[config.mk]
export PLATFORM = sky130hd
export DESIGN_NAME = memory_port_arbiter
export DESIGN_NICKNAME = d
export VERILOG_FILES = /design/src/rtl/memory_port_arbiter.sv
export SDC_FILE = /design/constraint.sdc
export NUM_CORES = 1
export LEC_CHECK = 0
export ABC_AREA = 1
export BUFFER_PORTS_ARGS = -buffer_cell sky130_fd_sc_hd__buf_2
export CAP_MARGIN = 25
export CORE_MARGIN = 3
export CORE_UTILIZATION = 45
export DETAILED_ROUTE_END_ITERATION = 10
export PLACE_DENSITY = 0.78
export SETUP_SLACK_MARGIN = 0.1
export SLEW_MARGIN = 20
export SYNTH_ARGS = -nofsm -noshare
export SYNTH_HDL_FRONTEND = slang
export SYNTH_SLANG_ARGS = --single-unit
export TNS_END_PERCENT = 20
[constraint.sdc]
create_clock -name clock -period 7.3 [get_ports clock]
set_input_delay 1.825 -clock clock [delete_from_list [all_inputs] [get_ports clock]]
set_output_delay 1.825 -clock clock [all_outputs]
set_load 0.1 [all_outputs]
[src/rtl/memory_port_arbiter.sv]
// memory_port_arbiter: round-robin sharing of one fixed-latency 64-bit memory
// between instruction fetch and data load/store, one access at a time.
module memory_port_arbiter #(
    parameter int ADDR_W      = 16,
    parameter int MEM_LATENCY = 2
) (
    input  logic              clock,
    input  logic              reset,
    input  logic              if_req,
    input  logic [ADDR_W-1:0] if_addr,
    output logic              if_gnt,
    output logic              if_valid,
    output logic [31:0]       if_rdata,
    input  logic              d_req,
    input  logic              d_we,
    input  logic [ADDR_W-1:0] d_addr,
    input  logic [63:0]       d_wdata,
    output logic              d_gnt,
    output logic              d_valid,
    output logic [63:0]       d_rdata,
    output logic              mem_en,
    output logic              mem_we,
    output logic [ADDR_W-1:0] mem_addr,
    output logic [63:0]       mem_wdata,
    input  logic [63:0]       mem_rdata,
    output logic              busy
);
    localparam logic S_IDLE   = 1'b0;
    localparam logic S_ACCESS = 1'b1;
    localparam int   CW       = $clog2(MEM_LATENCY + 1);

    logic              state_q, state_d;
    logic [CW-1:0]     cnt_q, cnt_d;
    logic              win_q;
    logic              we_q;
    logic [ADDR_W-1:0] addr_q;
    logic [63:0]       wdata_q;
    logic              if_gnt_q, d_gnt_q, if_valid_q, d_valid_q;
    logic [31:0]       if_rdata_q;
    logic [63:0]       d_rdata_q;
    logic              accept, done, pick_d;

    // win_q doubles as last_grant: 1 = data path won most recently
    always_comb begin
        pick_d  = d_req & (~if_req | ~win_q);
        accept  = (state_q == S_IDLE) & (if_req | d_req);
        done    = (state_q == S_ACCESS) & (cnt_q == CW'(1));
        state_d = accept ? S_ACCESS : done ? S_IDLE : state_q;
        cnt_d   = accept ? CW'(MEM_LATENCY) : (state_q == S_ACCESS) ? cnt_q - CW'(1) : cnt_q;
    end

    always_ff @(posedge clock or posedge reset) begin
        if (reset) begin
            state_q    <= S_IDLE;
            cnt_q      <= '0;
            win_q      <= 1'b1;
            we_q       <= 1'b0;
            addr_q     <= '0;
            wdata_q    <= '0;
            if_gnt_q   <= 1'b0;
            d_gnt_q    <= 1'b0;
            if_valid_q <= 1'b0;
            d_valid_q  <= 1'b0;
            if_rdata_q <= '0;
            d_rdata_q  <= '0;
        end else begin
            state_q    <= state_d;
            cnt_q      <= cnt_d;
            if_gnt_q   <= accept & ~pick_d;
            d_gnt_q    <= accept & pick_d;
            if_valid_q <= done & ~win_q;
            d_valid_q  <= done & win_q;
            if (accept) begin
                win_q   <= pick_d;
                we_q    <= pick_d & d_we;
                addr_q  <= pick_d ? d_addr : if_addr;
                wdata_q <= pick_d ? d_wdata : '0;
            end
            if (done & ~win_q)
                if_rdata_q <= addr_q[2] ? mem_rdata[63:32] : mem_rdata[31:0];
            if (done & win_q & ~we_q)
                d_rdata_q <= mem_rdata;
        end
    end

    assign if_gnt    = if_gnt_q;
    assign d_gnt     = d_gnt_q;
    assign if_valid  = if_valid_q;
    assign d_valid   = d_valid_q;
    assign if_rdata  = if_rdata_q;
    assign d_rdata   = d_rdata_q;
    assign mem_en    = state_q;
    assign mem_we    = state_q & we_q;
    assign mem_addr  = addr_q;
    assign mem_wdata = wdata_q;
    assign busy      = state_q;
endmodule
# After elaboration in Yosys (flattened, before gate mapping)
# Index checks and enable logic that the tools add are counted.
# Widths: inputs -> output; s select.
# word_totals
word_cells	40
input_bits	165
regBits	185
output_inout_bits	183
# classes
n_mux	7
eq_ne	1
n_addsub	1
n_bitwise	17
n_reduce_logical	2
# op_table
cell	n
$mux 64	1
$mux 32	1
$mux 16	1
$and 1x1->1	10
$not 1->1	5
$mux 2	2
$reduce_bool 2->1	2
$eq 2x1->1 const B	1
$mux 1	2
$or 1x1->1	2
$sub 2x1->2 const B	1

# Depth between registers and ports, before layout
# logic_depth
ltp_word	5
mapped_depth	9
ltp_nobuf	7

# Worst setup path before layout
# Ideal clock, no wire load.
# synth_timing
path_type	flip-flop to output port
start	reg state_q (netlist: busy)
end	out mem_we
n_path_buf	0
arrival_time_ns	1.757
path_slack_ns	3.718
stages_incl_launch_ff	3
path_cell_list	dfrtp_1 -> nand2_1 -> inv_1
# synth_via
elab_chain_cells	1
# synth_rtl
item	line_no	rtl
start, declared	32	logic state_q, state_d;
start signal, assigned	67	state_q <= state_d;
$and 1x1->1	93	assign mem_we = state_q & we_q;
end, declared	22	output logic mem_we,
# No other way between the ends.

# Final worst setup path
# layout_timing
start	in if_req
end	reg wdata_q[48] (netlist: mem_wdata[48])
# layout_via
elab_chain_cells	4
word_cells_on_any_way	6
classes_between	1 x mux; 5 x bitwise
# layout_rtl
item	line_no	rtl
start, declared	9	input logic if_req,
$not 1->1	45	pick_d = d_req & (~if_req | ~win_q);
$or 1x1->1	45	
$and 1x1->1	45	
$mux 64	77	wdata_q <= pick_d ? d_wdata : '0;
end signal, assigned	77	
end, declared	37	logic [63:0] wdata_q;
# Parallel ways exist; a longest one is shown, timed or not.
# A chain may end at the register's enable or synchronous reset.

==> results.py <==
metrics = {
    "yosys": {
        "yosys_warnings": 0,
        "synth_edf_count": 0,
        "syn_avg_cell_area_sq_um": 8.913,
        "synth_fp_nets": 1008,
        "synth_cell_type_count": 24,
        "netlist_area_sq_um": 7505,
        "ys.flop_type": "dfrtp_1",
        "synthTopCellsByArea": "dfrtp_1 61%, nand2_1 17%, nand3_1 4.3%",
        "synth_top_area_cell": "dfrtp_1",
        "async_flop_share": 1.000,
        "ys_ff_latch": 185,
        "syn_inst": 842,
        "yosysMostFrequentCell": "nand2_1",
        "ys_top_cells_by_count": "340 x nand2_1, 184 x dfrtp_1, 64 x nand3_1",
        "yosysSeqAreaShare": 0.6170,
        "synth_top_area_share": 0.6135,
    },
    "global_routing": {
        "grt_overflow": 0,
        "track_usage": 0.2439,
        "grt_max_degree": 118,
        "grt_pass1_wl_um": 34770,
        "grt_pass1_vias": 6651,
        "antenna_found_initial": 2,
    },
    "drt": {
        "final_antenna_net_count": 0,
        "vias": 6877,
        "viasPerCell": 4.944,
        "drt_first_pass_iters": 5,
        "post_drt_wl_per_cell_um": 16.17,
        "routed_wl_um": 22490,
        "drt_iter0_markers": 347,
        "drc": 0,
    },
    "clock_network": {
        "post-cts-setup-buffers": 0,
        "hold_buffers": 0,
        "tritoncts": "built",
        "clockRootBuffer": "clkbuf_16",
        "htreeDepth": 4,
        "path_clk_slew_ns": 0.07,
        "cts_buffers": 17,
        "cts_buffer_depth": 2,
        "clkLatencyLatePin_ns": 0.43,
        "cts_sinks": 185,
        "cts_resized": 0,
    },
    "worst_setup_path": {
        "cpLargestDelayFamily": "simple AND/OR/NAND/NOR gates",
        "critical_path_buf_inv_count": 2,
        "rr_endpoint": "d_rdata[21]",
        "cp-start-kind": "input pin",
        "crit_required_ns": 7.66,
        "cpMaxStageDelayCell": "buf_4",
        "critPathMaxFanout": 65,
        "arrival_ns": 3.76,
        "crit_top_cell": "nand2_1",
        "crit_path_cell_trace": "buf_2 -> nand2_2 -> nand2_1 -> nor2_4 -> buf_4 -> nand2_1 -> nand2_1",
        "r2r-start": "busy",
        "r2r_slack_ns": 4.95,
        "cp.depth": 7,
        "crit_type": "in -> reg",
        "cp_slowest_stage_delay_ns": 0.53,
        "cp-end-kind": "flop",
        "reg2reg_depth": 6,
    },
    "timing": {
        "min_period_ns": 3.393,
        "slew_headroom": 0.3607,
        "max_freq_mhz": 294.7,
        "drv_slew": 0,
        "rsz0062_at_grt": "false",
        "setup_viol": 0,
        "hold_viol_final": 0,
        "finalClockSkew_ns": 0.01085,
        "tightestPinTransition_ns": 0.9589,
        "finalWorstSetupSlack_ns": 3.907,
        "totalNegativeSetupSlack_ns": 0,
        "fin_crit_sh": 0.4649,
    },
    "worst_hold_path": {
        "worstHoldPathCells": 2,
        "hp-start": "d_rdata[48]",
        "worst_hold_path.endpoint": "d_rdata[48]",
        "worstHoldPathType": "reg -> reg",
    },
    "cells_and_area": {
        "drive_gt1_frac": 0.3379,
        "syn_to_final_growth_pct": 32.09,
        "antenna_cells": 0,
        "fin_cells": 1391,
        "num-fill-cells": 1437,
        "nets": 1328,
        "design_area_sq_um": 9913,
    },
    "floorplanning": {
        "die_area_sq_um": 18260,
        "die_h_um": 135.1,
        "start_util": 0.4657,
        "rows": 46,
        "ios": 348,
        "core_sq_um": 16120,
        "die_w_um": 135.1,
    },
    "place": {
        "dp_hpwl_um": 15920,
        "placed_area_sq_um": 9351,
        "place_ws_ns": 3.504,
        "io_buffers": 347,
        "gp_congestion": 0.8444,
        "placed_cells": 1359,
    },
    "status": {
        "status": "finished, final reports clean",
    },
    "run": {
        "timing.max_cap.violations": 0,
    },
}
registers in the layout, summed over array words and instances, names as in the netlist, 2 cells and up:
name and flops:
cnt_q 2, mem_wdata 64, mem_addr 16, d_rdata 64, if_rdata 32
cell usage in the layout (no fill, tap or decap), types with 2 or more instances in the layout:
cell and count:
a21oi_1 34, buf_2 347, buf_4 7, clkbuf_16 17, clkinv_2 5, clkinv_4 3, dfrtp_1 183, inv_1 36
inv_6 3, inv_8 2, nand2_1 340, nand2_2 3, nand3_1 64, nand4_1 16, nor2_1 34, nor2_4 3
o21a_1 32, o21ai_0 4, o21ai_1 30
final cells by class:
class                      count  area [sq um]  area share
sequential                   185          4632      0.4672
multi-input combinational    565          2506      0.2528
inverter                      39         153.9     0.01552
clock inverter                13         118.9     0.01199
tap                          216         270.3     0.02726
clock buffer                  19         442.9     0.04468
timing repair buffer         354          1789      0.1805
worst register-to-register path, delay by kind of cell, from the launching register on:
family / cells / cell delay, ns
and+or+nand+nor: 4 / 1.13
DFF: 1 / 0.57
buffers and inverters: 1 / 0.44
AOI/OAI and AO/OA: 1 / 0.07
cells by family (layout without fill, tap and decap cells):
kind of cell,after synthesis,after routing,share of synthesized area
buffers and inverters,92,425,0.05168
AO/OA/AOI/OAI,103,103,0.08036
flip-flops,185,185,0.6170
adder cells (fa/ha/maj),1,1,0.001667
AND/OR/NAND/NOR,461,461,0.2493
routing by layer:
layer / GRT usage / up-vias / routed length (um)
met4: 0.09910 / 4 / 653
met1: 0.2909 / 3205 / 8486
li1: - / 3319 / -
met2: 0.4076 / 301 / 11250
met5: 0 / - / 21
met3: 0.08172 / 48 / 2084
metrics by stage:
step | hold WS, ns | utilization
2_1_floorplan | 0.4498 | -
3_3_place_gp | 0.4482 | 0.5803
3_5_place_dp | 0.4549 | 0.5803
4_1_cts | 0.4729 | 0.6151
5_1_grt | 0.4942 | 0.6151
6_report | 0.4678 | 0.6151
worst max path at each step:
stage                      start       endpoint
after floorplan            reset           busy
after global placement    if_req  mem_wdata[19]
after detailed placement  if_req  mem_wdata[48]
after CTS                   busy         mem_we
after global routing      if_req  mem_wdata[48]
final                     if_req  mem_wdata[48]
Power is not shown: default switching activity piles up to over one toggle a cycle in this logic, so the estimate is an artifact.
